<file path="src/rtl/cpu_sim_ctrl_if.sv">
// cpu_sim_ctrl_if
// Bundles the test-run control and memory-monitor signals of cpu_sim_ctrl.
//   start      : request to begin a test run
//   mem_we     : CPU data-memory write enable (monitored)
//   mem_addr   : CPU data-memory address (monitored)
//   mem_wdata  : CPU data-memory write data (monitored)
//   cpu_rst_n  : active-low reset driven to the CPU under test
//   cycle_cnt  : RUN cycles in the current or last test
//   done       : test finished
//   pass       : test passed (meaningful while done=1)
//   timeout    : test ended because the cycle budget ran out
//   fail_code  : upper DATA_W-1 bits of the terminating tohost write
// master = harness/testbench side, slave = cpu_sim_ctrl side.
interface cpu_sim_ctrl_if #(
  parameter int unsigned ADDR_W = 32,
  parameter int unsigned DATA_W = 32,
  parameter int unsigned CNT_W  = 32
);
  logic              start;
  logic              mem_we;
  logic [ADDR_W-1:0] mem_addr;
  logic [DATA_W-1:0] mem_wdata;
  logic              cpu_rst_n;
  logic [CNT_W-1:0]  cycle_cnt;
  logic              done;
  logic              pass;
  logic              timeout;
  logic [DATA_W-2:0] fail_code;

  modport master (
    output start, mem_we, mem_addr, mem_wdata,
    input  cpu_rst_n, cycle_cnt, done, pass, timeout, fail_code
  );

  modport slave (
    input  start, mem_we, mem_addr, mem_wdata,
    output cpu_rst_n, cycle_cnt, done, pass, timeout, fail_code
  );
endinterface

</file>
<file path="src/rtl/cpu_sim_ctrl.sv">
// cpu_sim_ctrl
// Simulation harness controller for a CPU under test. Holds the CPU in reset
// for RST_HOLD_CYCLES after a start, releases it, counts RUN cycles and ends
// the test either on a write to TOHOST_ADDR (pass when the data equals 1) or
// after TIMEOUT_CYCLES RUN cycles (0 disables the timeout).
// Ports:
//   clk   : single clock, rising-edge
//   rst_n : asynchronous active-low reset
//   bus   : cpu_sim_ctrl_if.slave (start, memory monitor in; status out)
module cpu_sim_ctrl #(
  parameter int unsigned       ADDR_W          = 32,
  parameter int unsigned       DATA_W          = 32,
  parameter logic [ADDR_W-1:0] TOHOST_ADDR     = 'h0000_1000,
  parameter int unsigned       RST_HOLD_CYCLES = 2,
  parameter int unsigned       TIMEOUT_CYCLES  = 1000,
  parameter int unsigned       CNT_W           = 32,
  parameter bit                AUTO_START      = 1'b1
) (
  input logic           clk,
  input logic           rst_n,
  cpu_sim_ctrl_if.slave bus
);

  typedef enum logic [1:0] {
    S_IDLE     = 2'd0,
    S_RST_HOLD = 2'd1,
    S_RUN      = 2'd2,
    S_DONE     = 2'd3
  } state_t;

  localparam logic [7:0] HOLD_INIT = 8'(RST_HOLD_CYCLES - 1);

  state_t            state_q, state_d;
  logic [7:0]        hold_q, hold_d;
  logic              cpu_rst_n_q, cpu_rst_n_d;
  logic [CNT_W-1:0]  cycle_cnt_q, cycle_cnt_d;
  logic              done_q, done_d;
  logic              pass_q, pass_d;
  logic              timeout_q, timeout_d;
  logic [DATA_W-2:0] fail_code_q, fail_code_d;

  logic tohost_hit;
  logic tmo_hit;
  logic enter_hold;

  assign tohost_hit = (state_q == S_RUN) && bus.mem_we && (bus.mem_addr == TOHOST_ADDR);

  // The current RUN cycle is number cycle_cnt_q+1; compared in 64 bits so a
  // narrow CNT_W never aliases a large TIMEOUT_CYCLES.
  assign tmo_hit = (TIMEOUT_CYCLES != 0) && (state_q == S_RUN) &&
                   ((64'(cycle_cnt_q) + 64'd1) == 64'(TIMEOUT_CYCLES));

  always_comb begin
    state_d     = state_q;
    hold_d      = hold_q;
    cycle_cnt_d = cycle_cnt_q;
    done_d      = done_q;
    pass_d      = pass_q;
    timeout_d   = timeout_q;
    fail_code_d = fail_code_q;
    enter_hold  = 1'b0;

    case (state_q)
      S_IDLE: begin
        if (bus.start || AUTO_START) enter_hold = 1'b1;
      end
      S_RST_HOLD: begin
        if (hold_q == 8'd0) state_d = S_RUN;
        else                hold_d  = hold_q - 8'd1;
      end
      S_RUN: begin
        if (cycle_cnt_q != {CNT_W{1'b1}}) cycle_cnt_d = cycle_cnt_q + CNT_W'(1);
        // A tohost hit wins over a simultaneous timeout.
        if (tohost_hit) begin
          state_d     = S_DONE;
          done_d      = 1'b1;
          pass_d      = (bus.mem_wdata == DATA_W'(1));
          timeout_d   = 1'b0;
          fail_code_d = bus.mem_wdata[DATA_W-1:1];
        end else if (tmo_hit) begin
          state_d     = S_DONE;
          done_d      = 1'b1;
          pass_d      = 1'b0;
          timeout_d   = 1'b1;
          fail_code_d = '0;
        end
      end
      S_DONE: begin
        // AUTO_START deliberately does not apply here: only an explicit start reruns.
        if (bus.start) enter_hold = 1'b1;
      end
      default: state_d = S_IDLE;
    endcase

    if (enter_hold) begin
      state_d     = S_RST_HOLD;
      hold_d      = HOLD_INIT;
      cycle_cnt_d = '0;
      done_d      = 1'b0;
      pass_d      = 1'b0;
      timeout_d   = 1'b0;
      fail_code_d = '0;
    end

    // Registered from the next state so the CPU leaves reset on the edge that enters RUN.
    cpu_rst_n_d = (state_d == S_RUN);
  end

  always_ff @(posedge clk or negedge rst_n) begin
    if (!rst_n) begin
      state_q     <= S_IDLE;
      hold_q      <= 8'd0;
      cpu_rst_n_q <= 1'b0;
      cycle_cnt_q <= '0;
      done_q      <= 1'b0;
      pass_q      <= 1'b0;
      timeout_q   <= 1'b0;
      fail_code_q <= '0;
    end else begin
      state_q     <= state_d;
      hold_q      <= hold_d;
      cpu_rst_n_q <= cpu_rst_n_d;
      cycle_cnt_q <= cycle_cnt_d;
      done_q      <= done_d;
      pass_q      <= pass_d;
      timeout_q   <= timeout_d;
      fail_code_q <= fail_code_d;
    end
  end

  assign bus.cpu_rst_n = cpu_rst_n_q;
  assign bus.cycle_cnt = cycle_cnt_q;
  assign bus.done      = done_q;
  assign bus.pass      = pass_q;
  assign bus.timeout   = timeout_q;
  assign bus.fail_code = fail_code_q;

endmodule

</file>
<file path="src/flat_wrapper.sv">
// flat-port wrapper written by rule: the top's interface ports become plain ports
module cpu_sim_ctrl_flat 
#(
  parameter int unsigned       ADDR_W          = 32,
  parameter int unsigned       DATA_W          = 32,
  parameter logic [ADDR_W-1:0] TOHOST_ADDR     = 'h0000_1000,
  parameter int unsigned       RST_HOLD_CYCLES = 2,
  parameter int unsigned       TIMEOUT_CYCLES  = 1000,
  parameter int unsigned       CNT_W           = 32,
  parameter bit                AUTO_START      = 1'b1
)
  (clk, rst_n, bus_start, bus_mem_we, bus_mem_addr, bus_mem_wdata, bus_cpu_rst_n, bus_cycle_cnt, bus_done, bus_pass, bus_timeout, bus_fail_code);
  cpu_sim_ctrl_if #(.ADDR_W(ADDR_W), .DATA_W(DATA_W), .CNT_W(CNT_W)) bus_i ();
  input logic clk;
  input logic rst_n;
  input wire logic [$bits(bus_i.start)-1:0] bus_start;
  input wire logic [$bits(bus_i.mem_we)-1:0] bus_mem_we;
  input wire logic [$bits(bus_i.mem_addr)-1:0] bus_mem_addr;
  input wire logic [$bits(bus_i.mem_wdata)-1:0] bus_mem_wdata;
  output wire logic [$bits(bus_i.cpu_rst_n)-1:0] bus_cpu_rst_n;
  output wire logic [$bits(bus_i.cycle_cnt)-1:0] bus_cycle_cnt;
  output wire logic [$bits(bus_i.done)-1:0] bus_done;
  output wire logic [$bits(bus_i.pass)-1:0] bus_pass;
  output wire logic [$bits(bus_i.timeout)-1:0] bus_timeout;
  output wire logic [$bits(bus_i.fail_code)-1:0] bus_fail_code;
  assign bus_i.start = bus_start;
  assign bus_i.mem_we = bus_mem_we;
  assign bus_i.mem_addr = bus_mem_addr;
  assign bus_i.mem_wdata = bus_mem_wdata;
  assign bus_cpu_rst_n = bus_i.cpu_rst_n;
  assign bus_cycle_cnt = bus_i.cycle_cnt;
  assign bus_done = bus_i.done;
  assign bus_pass = bus_i.pass;
  assign bus_timeout = bus_i.timeout;
  assign bus_fail_code = bus_i.fail_code;
  cpu_sim_ctrl #(.ADDR_W(ADDR_W), .DATA_W(DATA_W), .TOHOST_ADDR(TOHOST_ADDR), .RST_HOLD_CYCLES(RST_HOLD_CYCLES), .TIMEOUT_CYCLES(TIMEOUT_CYCLES), .CNT_W(CNT_W), .AUTO_START(AUTO_START)) u_core (.clk(clk), .rst_n(rst_n), .bus(bus_i));
endmodule
</file>
<file path="config.mk">
export PLATFORM = sky130hd
export DESIGN_NAME = cpu_sim_ctrl_flat
export DESIGN_NICKNAME = d
export VERILOG_FILES = /design/src/rtl/cpu_sim_ctrl_if.sv /design/src/rtl/cpu_sim_ctrl.sv /design/src/flat_wrapper.sv
export SDC_FILE = /design/constraint.sdc
export NUM_CORES = 1
export LEC_CHECK = 0
export BUFFER_PORTS_ARGS = -buffer_cell sky130_fd_sc_hd__clkbuf_2
export CAP_MARGIN = 0
export CELL_PAD_IN_SITES_DETAIL_PLACEMENT = 1
export CELL_PAD_IN_SITES_GLOBAL_PLACEMENT = 1
export CORE_MARGIN = 2
export CORE_UTILIZATION = 39
export DETAILED_ROUTE_END_ITERATION = 10
export GPL_TIMING_DRIVEN = 0
export PLACE_DENSITY = 0.78
export SETUP_SLACK_MARGIN = 0.15
export SYNTH_ARGS = -nofsm -noshare
export SYNTH_HDL_FRONTEND = slang
export SYNTH_SLANG_ARGS = --single-unit
</file>
<file path="constraint.sdc">
create_clock -name clk -period 3.7 [get_ports clk]
set_clock_uncertainty 0.2 [all_clocks]
set_input_delay 0.555 -clock clk [delete_from_list [all_inputs] [get_ports clk]]
set_output_delay 0.555 -clock clk [all_outputs]
set_load 0.02 [all_outputs]
</file>
Word-level counts from Yosys, hierarchy flattened
Index checks and enable logic that the tools add are counted.
W data, S select, Z words.

operators by class
  add/sub/neg operators = 3
  equality and inequality tests = 9
  multiplexer cells = 28
  reductions and logical operators = 12

operator list
  kind                     number
  $mux W31                 4
  $mux W32                 3
  $eq A64 B10 Y1 const B   1
  $add A32 B1 Y33 const B  1
  $add A32 B1 Y32 const B  1
  $eq A32 B1 Y1 const B    1
  $eq A32 B13 Y1 const B   1
  $ne A32 B32 Y1 const B   1
  $mux W8                  3
  $mux W1                  12
  $logic_not A8 Y1         1
  $mux W2                  4
  $sub A8 B1 Y8 const B    1
  $eq A2 B2 Y1 const B     3
  $reduce_and A2 Y1        3
  $reduce_bool A2 Y1       3
  $pmux W2 S2              1
  $logic_and A1 B1 Y1      3
  $reduce_bool A3 Y1       1
  $eq A2 B1 Y1 const B     1
  $logic_not A2 Y1         1
  $ne A2 B1 Y1 const B     1
  $pmux W1 S2              1

word-level totals
  bits in registers = 77
  bits of input ports = 68
  output and inout bits = 67

Logic depth before layout (Yosys ltp)
Gate-level depths: netlist (run 1).

  word-level depth = 8
  mapped depth = 9
  mapped depth without buffers = 8

Worst setup path after synthesis (run 1)
OpenSTA, ideal clock, no wires.

  kind = register to register
  start = register u_core.cycle_cnt_q[0] (netlist: u_core.bus.cycle_cnt[0])
  end = register u_core.cpu_rst_n_q (netlist: u_core.bus.cpu_rst_n)
  library setup time = 120 ps
  arrival time = 2708 ps
  setup slack = 672 ps
  stages on the path, launching flop included = 9
  period minus slack after synthesis = 3028 ps
  path through = dfrtp_1 ha_1 nand4_1 nor4_4 a41oi_1 a211oi_2 nand4_2 or4_1 and3_1

between the ends
  word-level cells in the longest chain between the ends = 8

ends and longest elaborated chain
  item                          RTL line             RTL
  start: declaration            cpu_sim_ctrl.sv:36   logic [CNT_W-1:0] cycle_cnt_q, cycle_cnt_d;
  start signal: assignment      cpu_sim_ctrl.sv:123  cycle_cnt_q <= cycle_cnt_d;
  $add A32 B1 Y33               cpu_sim_ctrl.sv:51   ((64'(cycle_cnt_q) + 64'd1) == 64'(TIMEOUT_CYCLES));
  $eq A64 B10 Y1                cpu_sim_ctrl.sv:51
  $logic_and A1 B1 Y1           cpu_sim_ctrl.sv:50   assign tmo_hit = (TIMEOUT_CYCLES != 0) && (state_q == S_RUN) &&
  $mux W2                       cpu_sim_ctrl.sv:80   end else if (tmo_hit) begin
  $mux W2                       cpu_sim_ctrl.sv:74   if (tohost_hit) begin
  $pmux W2 S2                   cpu_sim_ctrl.sv:63   case (state_q)
  $mux W2                       cpu_sim_ctrl.sv:95   if (enter_hold) begin
  $eq A2 B2 Y1                  cpu_sim_ctrl.sv:106  cpu_rst_n_d = (state_d == S_RUN);
  named net u_core.cpu_rst_n_d  cpu_sim_ctrl.sv:35   logic cpu_rst_n_q, cpu_rst_n_d;
  end signal: assignment        cpu_sim_ctrl.sv:122  cpu_rst_n_q <= cpu_rst_n_d;
  end: declaration              cpu_sim_ctrl.sv:35

The timed path passes the listed nets, and every way through them passes these cells.
A chain may end at the register's enable or synchronous reset.

Worst setup path after layout (run 1)
Ends and elaborated chain as after synthesis.

==> key figures, run 1 <==
Route
  • Routed WL: ~16000 um
  • DRC violations left: 0
  • Drt wl/cell: around 19 um
  • Drt pass-1 iters: 5
  • Vias/cell: between 5 and 6
  • Via total after detailed routing: about 4900
  • Antenna viol nets, final: 0
  • Initial DRC count: 329

Timing
  • Worst slew pin tran: ~660 ps
  • TNS Setup: 0 ps
  • Rel. slew slack: a little under three fifths
  • Endpoints failing hold: 0
  • Final worst setup slack: between 300 and 400 ps
  • RSZ-0062 raised after global routing: false
  • Minimum clock period: about 3400 ps
  • Fmax: between 200 and 300 MHz
  • Slew Viols, Final: 0
  • Final period utilization: 91.6%
  • Final setup fails: 0

Synth
  • Syn_nets: between 600 and 700
  • Post-Syn Area per Cell: about 8.7 um2
  • Mapped Area: 0.00470 mm2
  • Post-synth ARST share: 100%
  • Ys flop type: dfrtp_1
  • Gate Count Post-Synth: 539
  • #FFs+latches synth: 77
  • Area contributors post-synth: dfrtp_1 41%, a22oi_1 5.4%, and3_1 5.1%, xnor2_1 4.7%, nand2_1 4.5%
  • Synth warn: 0
  • Number of synthesized flops with an enable pin: 0
  • Sequential fraction of the synthesis area: roughly two fifths
  • Unique masters post-synth: 53
  • Cell taking the most area after synthesis: dfrtp_1
  • Post-synth top area share: between 40% and 50%

Global routing
  • Grt ovf: 0
  • Busiest grt layer: met2
  • GRT Total Usage: 24.7%
  • Met3 usage: between 3 and 4%
  • Met2 Use GR: a little over two fifths
  • GR met1 Demand/Resource: about 33%
  • Vias in the first global route: 4905
  • Antenna violations before repair: 0
  • First-pass GRT wire length: roughly 25000 um
  • Largest net degree at the start of global routing: 45

Die
  • I/O pins: between 100 and 150
  • Full die area: approximately 0.013 mm2
  • Initial core utilization: between 30% and 40%
  • Core area: 0.0119 mm2
  • DIE HEIGHT: between 100 and 150 um
  • Die X: ~110 um
  • Row count: 40

Worst setup path
  • WP data required: 3730 ps
  • Endpoint class of the critical path: flop
  • Startpoint types: flop
  • WP data arrival: 3420 ps
  • Worst setup path class: flop to flop
  • Critical path peak fanout: 7

Clock network
  • CTS tree: yes
  • Num Clock Sinks: between 70 and 80
  • Worst-skew pair later-pin latency: 350 ps
  • CTS Hold Bufs: 0
  • H-tree Lvls: 3
  • CTS root buffer: clkbuf_16
  • Clk slew on worst S/H paths: about 60 ps
  • Longest Clk Path Bufs: 2
  • CTS Buf Count: 9

Placed design
  • Dpl hpwl: roughly 12000 um
  • # port buffers: 134
  • Placement Setup Slack: ~170 ps
  • Gpl congestion: 0.884

Status
  • Status: completed

Final layout
  • Fill cells: approximately 1500
  • Area grow syn2layout: 26.5%
  • Final net count: 772
  • Layout cell share with drive strength beyond 1: approximately a quarter
  • Multi-input logic area: ~0.0026 mm2
  • Register area: about 0.0019 mm2
  • Ant diodes: 0

Pwr
  • Peak supply drop: 0.000203 V
  • Power per cell area: between 300 and 400 mW/mm2
  • Leak: 3.01 nW

Min path
  • Worst hold path type: input pin to asynchronous set/reset pin

Job
  • Maxcap violations: 0
[cells in the mapped netlist, types with 2 or more instances]
cell / number
dfrtp_1: 77
nand2_1: 56
nor2_1: 48
o21ai_0: 42
and3_1: 38
a22oi_1: 34
clkbuf_1: 29
xnor2_1: 25
nor4_1: 23
nand4_1: 19
xor2_1: 17
nand3_1: 16
a21oi_1: 12
nor3_1: 12
inv_1: 11
or3_1: 10
ha_1: 8
nor4b_1: 4
a21o_1: 3
a31oi_1: 3
and2_1: 3
and4_1: 3
buf_2: 3
nor3b_1: 3
or4_1: 3
a211o_1: 2
a211oi_1: 2
a31o_2: 2
a41oi_1: 2
nand4_2: 2
nand4b_1: 2
nor2b_1: 2
nor4_4: 2
o21bai_1: 2
[metrics by stage]
step	instances	util [%]	power, mW	hold WS (ps)	instance area [um2]
5_1_grt	847	49.9	2.44	36.5	5950
4_1_cts	836	49.1	2.34	21.9	5850
2_1_floorplan	539	-	1.29	59.4	4700
3_5_place_dp	821	46.9	1.51	323	5590
6_report	847	49.9	2.31	8.41	5950
3_3_place_gp	820	46.7	1.48	288	5560
[registers in the layout, summed over array words and instances, names as in the netlist]
| signal | flops |
|---|---|
| u_core.bus.cycle_cnt | 32 |
| u_core.bus.fail_code | 31 |
| u_core.hold_q | 8 |
| u_core.state_q | 2 |
| u_core.bus.cpu_rst_n | 1 |
| u_core.bus.done | 1 |
| u_core.bus.pass | 1 |
| u_core.bus.timeout | 1 |
[power by group]
group	leakage (nW)	total [mW]	internal, mW	switching, mW
registers	1.07	0.927	0.885	0.0415
clock network	0.129	0.814	0.467	0.347
logic	1.82	0.565	0.181	0.384
[critical path, cell delays in order (launching register included)]
cell	delay [ps]
dfrtp_1	460
ha_1	320
nand4_1	170
buf_4	180
nor3_4	60
buf_4	160
buf_4	130
a211o_1	280
a22oi_1	240
nand4_2	290
or4_1	600
and3_1	170
[routing by layer]
metal / part of all wire [%] / routed length (um) / vias to the layer above
met5: 0 / 0 / -
met4: 1.5 / 240 / 0
met3: 4.7 / 757 / 20
met2: 50 / 8020 / 143
met1: 44 / 7080 / 2471
li1: - / - / 2296
[final cells by class]
cell class / instances / area share [%]
Multi-Input combinational cell: 418 / 43.9
Tap cell: 147 / 3.09
Clock buffer: 13 / 4.21
Sequential cell: 77 / 32.4
Timing Repair Buffer: 146 / 13.4
Buffer: 33 / 2.21
Clock inverter: 2 / 0.168
Inverter: 11 / 0.694
[cell families (layout without fill, tap and decap cells)]
logic type	Yosys count	in the layout	synth area share (%)
simple gates	254	254	29.7
compound gates	113	113	15.5
flops	77	77	41.0
buf+inv	44	205	3.67
xor+xnor	42	42	7.82
fa+ha+maj	8	8	2.13
mux	1	1	0.239
[placed cells by master, fill, tap and decap left out, types with 12 or more instances in the layout]
master	synthesis	final
a21oi_1	12	12
a22oi_1	34	34
dfrtp_1	77	77
nor2_1	48	48
xor2_1	17	17
xnor2_1	25	25
nor4_1	23	23
nand2_1	56	56
clkbuf_2	0	133
clkbuf_1	29	32
nand3_1	16	16
o21ai_0	42	42
and3_1	38	38
nand4_1	19	19
[final timing paths]
check | startpoint | end | slack [ps] | cells past startpoint
worst min-delay path | rst_n | u_core.bus.cycle_cnt[11] | 8 | 1
worst min register to register | u_core.bus.timeout | u_core.bus.timeout | 340 | 1
worst max-delay path | u_core.bus.cycle_cnt[0] | u_core.bus.cpu_rst_n | 310 | 11
min in group clk | bus_mem_wdata[26] | u_core.bus.fail_code[25] | 270 | 3
max in group asynchronous | rst_n | u_core.bus.fail_code[13] | 2680 | 2
worst max register to register | u_core.bus.cycle_cnt[0] | u_core.bus.cpu_rst_n | 310 | 11
[timing repair]
action / CTS / global route
setup buffers: 0 / 11
setup endpoints to repair: 0 / 32
resized for setup: 0 / 1
(Power assumes the default switching activity.)
==> inputs of run 2 (changes only) <==
- clock period: 3.7 -> 3.25 ns (I/O delays scaled with it)
==> run 2 against run 1 <==
Global-route usage increased by 0.55 points. Design area increased by 4.2%. Register-to-register slack got worse by 140 ps.
==> key figures, run 2 (synthesis gave the netlist of run 1 again) <==
Worst setup path
  • Endpoint class of the critical path: flop (unchanged)
  • Ordered cell list for the critical path: ha_4 > nand4_1 > buf_6 > nor4_4 > buf_4 > a41oi_2 > a211oi_2 > nand4_4 > or4_4 > and3_4 (was ha_1 > nand4_1 > buf_4 > nor3_4 > buf_4 > buf_4 > a211o_1 > a22oi_1 > nand4_2 > or4_1 > and3_1)
  • Largest stage delay, worst path: 480 ps (was 600 ps)
  • Startpoint types: flop (unchanged)
  • Crit path max-delay cell type: or4_4 (was or4_1)
  • Crit path buffers/inverters: 2 (was 3)
  • Critical path peak fanout: 7 (unchanged)
  • Worst setup path class: flop to flop (unchanged)
  • WP data required: 3290 ps (was 3730 ps)
  • WP data arrival: 3110 ps (was 3420 ps)
  • Top delay family on crit path: simple AND/OR/NAND/NOR gates (unchanged)

Pwr
  • Leak: 3.16 nW (was 3.01 nW)
  • P_int: 1.77 mW (was 1.53 mW)
  • Total power: 2.67 mW (was 2.31 mW)
  • Power per cell area: 431 mW/mm2 (was 388 mW/mm2)
  • Sequential Power Share: 39.5% (was 40.2%)
  • Sw frac: 33.8% (was 33.5%)
  • Power share of the clock group: 34.8% (was 35.3%)
  • Peak supply drop: 0.000260 V (was 0.000203 V)
  • Comb pwr share: 25.6% (was 24.5%)
  • NetSw: 0.903 mW (was 0.772 mW)

Placed design
  • Dpl hpwl: 11900 um (unchanged)
  • Placement Setup Slack: -275 ps (was 175 ps)
  • Post-DP Area: 0.00559 mm2 (unchanged)
  • Dpl cells: 821 (unchanged)
  • # port buffers: 134 (unchanged)
  • Gpl congestion: 0.884 (unchanged)

Final layout
  • Design Area, Final: 0.00620 mm2 (was 0.00595 mm2)
  • Number of flip-flops in the largest register: 32 (unchanged)
  • Area grow syn2layout: 31.8% (was 26.5%)
  • Util after Layout: 52.1% (was 49.9%)
  • Fin cells: 861 (was 847)
  • Final net count: 786 (was 772)
  • Most common cell after layout, fill and taps aside: clkbuf_2 (unchanged)
  • Fill cells: 1476 (was 1490)
  • Commonest non-fill, non-tap cells in the layout: 141 x clkbuf_2, 72 x dfrtp_1, 55 x nand2_1 (was 133 x clkbuf_2, 77 x dfrtp_1, 56 x nand2_1)
  • Ant diodes: 0 (unchanged)
  • Layout cell share with drive strength beyond 1: 30.5% (was 25.1%)

Timing
  • TNS Setup: 0 ps (unchanged)
  • RSZ-0062 raised after global routing: true (was false)
  • Final setup fails: 0 (unchanged)
  • Fmax: 325 MHz (was 295 MHz)
  • Final worst setup slack: 171 ps (was 309 ps)
  • Slew Viols, Final: 0 (unchanged)
  • Endpoints failing hold: 0 (unchanged)
  • Fin Hold WS: 200 ps (was 8.41 ps)
  • Rel. slew slack: 53.4% (was 55.9%)
  • Final period utilization: 94.7% (was 91.6%)
  • Minimum clock period: 3080 ps (was 3390 ps)
  • Worst slew pin tran: 699 ps (was 661 ps)

Route
  • Routed WL: 16900 um (was 16100 um)
  • Drt wl/cell: 19.6 um (was 19.0 um)
  • Via total after detailed routing: 5012 (was 4930)
  • Drt pass-1 iters: 5 (unchanged)
  • Vias/cell: 5.82 (about the same)
  • DRC violations left: 0 (unchanged)
  • Initial DRC count: 344 (was 329)
  • Antenna viol nets, final: 0 (unchanged)

Global routing
  • Grt ovf: 0 (unchanged)
  • Antenna violations before repair: 0 (unchanged)
  • Vias in the first global route: 5057 (was 4905)
  • Largest net degree at the start of global routing: 45 (unchanged)
  • First-pass GRT wire length: 25800 um (was 25200 um)
  • GRT Total Usage: 25.3% (was 24.7%)

Die
  • Initial core utilization: 39.5% (unchanged)
  • DIE HEIGHT: 114 um (unchanged)
  • Die X: 114 um (unchanged)
  • Row count: 40 (unchanged)
  • Full die area: 0.0130 mm2 (unchanged)
  • Core area: 0.0119 mm2 (unchanged)
  • I/O pins: 135 (unchanged)

Min path
  • Worst hold path type: input pin to flop (was input pin to asynchronous set/reset pin)

Job
  • Maxcap violations: 0 (unchanged)

Status
  • Status: completed (unchanged)

Clock network
  • CTS Buf Count: 9 (unchanged)
  • H-tree Lvls: 3 (unchanged)
  • Clk slew on worst S/H paths: 60 ps (about the same)
  • Longest Clk Path Bufs: 2 (unchanged)
  • CTS root buffer: clkbuf_16 (unchanged)
  • Num Clock Sinks: 77 (unchanged)
  • Worst-skew pair later-pin latency: 340 ps (was 350 ps)
  • CTS tree: yes (unchanged)
## run 2: cell types whose count changed in the layout (fill, tap and decap cells not counted), moves of 3 or more
| cell | change |
|---|---|
| clkbuf_2 | +8 |
| buf_4 | +13 |
| clkbuf_1 | -9 |
| nor4_1 | -3 |
| nand3_1 | -3 |
| dfrtp_1 | -5 |
| dfrtp_2 | +5 |
## run 2: layout make-up
class | instances | area, um2 | share of cell area (%)
multi-input combinational | 418 | 2750 | 44.3
timing repair buffer | 160 | 895 | 14.4
clock buffer | 13 | 250 | 4.04
clock inverter | 2 | 10.0 | 0.161
inverter | 11 | 41.3 | 0.666
sequential | 77 | 1930 | 31.2
tap | 147 | 184 | 2.97
buffer | 33 | 143 | 2.30
## run 2: repair_timing
action	CTS	global route
pin swaps	4	10
buffers inserted	10	14
resized for setup	6	42
endpoints found under the hold margin	33	0
hold buffers	1	0
setup endpoints to repair	37	40
## run 2: worst min-delay path, cell delays in order
cell      delay (ps)
clkbuf_2          90
a22oi_1           70
nand2_1           70
## run 2: power groups by stage
stage | registers [mW] | logic [mW] | clock network [mW]
finish | 1.06 | 0.684 | 0.930
CTS | 1.06 | 0.654 | 0.951
global route | 1.06 | 0.763 | 0.994
detailed placement | 1.07 | 0.647 | 0
floorplan | 1.08 | 0.391 | 0
global placement | 1.07 | 0.619 | 0
## run 2: worst paths after layout
kind,startpoint,end,slack (ps),cells past startpoint
worst max-delay path,u_core.bus.cycle_cnt[1],u_core.bus.cpu_rst_n,170,10
worst min-delay path,bus_mem_wdata[26],u_core.bus.fail_code[25],200,3
worst max register to register,u_core.bus.cycle_cnt[1],u_core.bus.cpu_rst_n,170,10
worst min register to register,u_core.bus.done,u_core.bus.done,340,1
max in group asynchronous,rst_n,u_core.bus.cycle_cnt[1],1750,3
min in group asynchronous,rst_n,u_core.bus.cycle_cnt[11],490,2
## run 2: layer usage
metal	vias up	track usage (%)	share of wire, %
met1	2520	32.6	43
met4	0	8.70	1.8
met2	141	42.9	50
li1	2327	-	-
met3	24	4.57	4.6
met5	-	0	0
==> inputs of run 3 (changes only) <==
- REMOVE_ABC_BUFFERS: not set -> 1
- clock period: 3.25 -> 3 ns (I/O delays scaled with it)
==> run 3 against run 2 <==
The run now ends with negative setup slack left. Largest cell class unchanged. Sequential share of layout area shrank 1.6 points. Via count up 6.6%. Count of clock-buffer cells in the layout decreased by 3. Die area unchanged.
==> key figures, run 3 (synthesis gave the netlist of run 1 again) <==
Status
  • Status: finished with violations (was completed)
  • Failing checks: negative setup slack

Die
  • Initial core utilization: 39.5% (unchanged)
  • DIE HEIGHT: 114 um (unchanged)
  • Core area: 0.0119 mm2 (unchanged)
  • Full die area: 0.0130 mm2 (unchanged)
  • I/O pins: 135 (unchanged)
  • Row count: 40 (unchanged)
  • Die X: 114 um (unchanged)

Final layout
  • Fill cells: 1407 (was 1476)
  • Number of flip-flops in the largest register: 32 (unchanged)
  • Util after Layout: 55.6% (was 52.1%)
  • Fin cells: 858 (was 861)
  • Most common cell after layout, fill and taps aside: clkbuf_2 (unchanged)
  • Layout cell share with drive strength beyond 1: 38.1% (was 30.5%)
  • Area grow syn2layout: 40.8% (was 31.8%)
  • Multi-input logic area: 0.00294 mm2 (was 0.00275 mm2)
  • Final net count: 782 (was 786)
  • Ant diodes: 0 (unchanged)
  • Commonest non-fill, non-tap cells in the layout: 133 x clkbuf_2, 55 x nand2_1, 53 x dfrtp_1 (was 141 x clkbuf_2, 72 x dfrtp_1, 55 x nand2_1)
  • Register area: 0.00196 mm2 (was 0.00193 mm2)

Timing
  • Endpoints failing hold: 0 (unchanged)
  • Fin Hold WS: 150 ps (was 200 ps)
  • TNS Setup: -2170 ps (was 0 ps)
  • Final period utilization: 107% (was 94.7%)
  • Fmax: 313 MHz (was 325 MHz)
  • Minimum clock period: 3200 ps (was 3080 ps)
  • Final setup fails: 35 (was 0)
  • Final worst setup slack: -198 ps (was 171 ps)
  • RSZ-0062 raised after global routing: true (unchanged)
  • Slew Viols, Final: 0 (unchanged)
  • Worst slew pin tran: 1210 ps (was 699 ps)
  • Rel. slew slack: 19.2% (was 53.4%)

Route
  • Via total after detailed routing: 5342 (was 5012)
  • Routed WL: 20100 um (was 16900 um)
  • Initial DRC count: 465 (was 344)
  • Antenna viol nets, final: 0 (unchanged)
  • DRC violations left: 0 (unchanged)
  • Drt wl/cell: 23.4 um (was 19.6 um)
  • Drt pass-1 iters: 5 (unchanged)
  • Vias/cell: 6.23 (was 5.82)

Worst setup path
  • Endpoint class of the critical path: flop (unchanged)
  • WP data required: 3040 ps (was 3290 ps)
  • Startpoint types: flop (unchanged)
  • Flop2flop setup slack: -200 ps (was 170 ps)
  • Worst setup path class: flop to flop (unchanged)
  • Critical path peak fanout: 8 (was 7)
  • WP data arrival: 3240 ps (was 3110 ps)

Pwr
  • Peak supply drop: 0.000362 V (was 0.000260 V)
  • Leak: 3.27 nW (was 3.16 nW)
  • Power per cell area: 487 mW/mm2 (was 431 mW/mm2)
  • Total power: 3.22 mW (was 2.67 mW)

Clock network
  • CTS tree: yes (unchanged)
  • CTS Buf Count: 9 (unchanged)
  • Num Clock Sinks: 77 (unchanged)
  • Longest Clk Path Bufs: 2 (unchanged)
  • Clk slew on worst S/H paths: 70 ps (was 60 ps)
  • CTS root buffer: clkbuf_16 (unchanged)
  • Worst-skew pair later-pin latency: 360 ps (was 340 ps)
  • H-tree Lvls: 3 (unchanged)

Global routing
  • Largest net degree at the start of global routing: 45 (unchanged)
  • GRT Total Usage: 27.3% (was 25.3%)
  • Grt ovf: 0 (unchanged)
  • Antenna violations before repair: 0 (unchanged)
  • Vias in the first global route: 5364 (was 5057)
  • First-pass GRT wire length: 27800 um (was 25800 um)

Placed design
  • Dpl cells: 792 (was 821)
  • # port buffers: 134 (unchanged)
  • Dpl hpwl: 11000 um (was 11900 um)
  • Gpl congestion: 0.810 (was 0.884)

Job
  • Maxcap violations: 0 (unchanged)

Min path
  • Worst hold path type: input pin to flop (unchanged)
## run 3: cell count changes in the layout (fill, tap and decap cells not counted), moves of 9 or more
cell      before  now
o21ai_0       42   31
buf_4         24   42
dfrtp_2        5   24
dfrtp_1       72   53
a22oi_1       34   25
a22oi_2        0    9
clkbuf_1      23    1
o21ai_1        1   12
## run 3: where the power goes
part	leakage, nW	internal [mW]	switching (mW)	total (mW)
Clock	0.163	0.813	0.473	1.29
Sequential	1.03	1.09	0.0525	1.14
Combinational	2.08	0.235	0.559	0.794
Total	3.27	2.14	1.08	3.22
## run 3: path summary, 6_finish.rpt
path	start	to	cells after the start
max	u_core.bus.cycle_cnt[21]	u_core.bus.cpu_rst_n	9
min	bus_mem_wdata[1]	u_core.bus.fail_code[0]	3
max reg2reg	u_core.bus.cycle_cnt[21]	u_core.bus.cpu_rst_n	9
min reg2reg	u_core.bus.timeout	u_core.bus.timeout	1
max in group asynchronous	rst_n	u_core.bus.cycle_cnt[5]	3
min in group asynchronous	rst_n	u_core.bus.fail_code[21]	2
## run 3: routing by layer
| metal | vias to the layer above | GRT usage, % | part of all wire (%) |
|---|---|---|---|
| met3 | 70 | 6.96 | 6.8 |
| li1 | 2313 | - | - |
| met1 | 2692 | 33.6 | 38 |
| met4 | 0 | 9.02 | 3.7 |
| met2 | 267 | 46.9 | 51 |
| met5 | - | 0 | 0 |
## run 3: metrics by stage
| step | instance area [um2] | setup slack (ps) |
|---|---|---|
| 5_1_grt | 6620 | -185 |
| 3_5_place_dp | 5530 | -1080 |
| 6_report | 6620 | -198 |
| 2_1_floorplan | 4570 | -755 |
| 3_3_place_gp | 5430 | -2460 |
| 4_1_cts | 6260 | 64.0 |
## run 3: timing repair
| item | CTS | global route |
|---|---|---|
| pin swaps | 13 | 13 |
| hold endpoints to repair | 33 | 0 |
| hold buffers | 1 | 0 |
| endpoints found under the setup margin | 58 | 38 |
| gates cloned | 1 | 3 |
| buffers inserted | 23 | 22 |
| gates resized for setup | 35 | 51 |
## run 3: final cells by class
type | instances | area share [%]
sequential | 77 | 29.5
timing repair buffer | 186 | 17.5
clock buffer | 10 | 3.46
multi-input combinational | 421 | 44.4
inverter | 11 | 0.623
clock inverter | 6 | 1.68
tap | 147 | 2.78
## run 3: critical path, cell delays in order (launching register included)
cell and delay, ps:
dfrtp_2 480, nand4_1 330, nor4_4 440, buf_4 240, nand3_1 130, xor2_1 220, nand4_1 230, buf_8 220
or4_4 420, and3_1 170
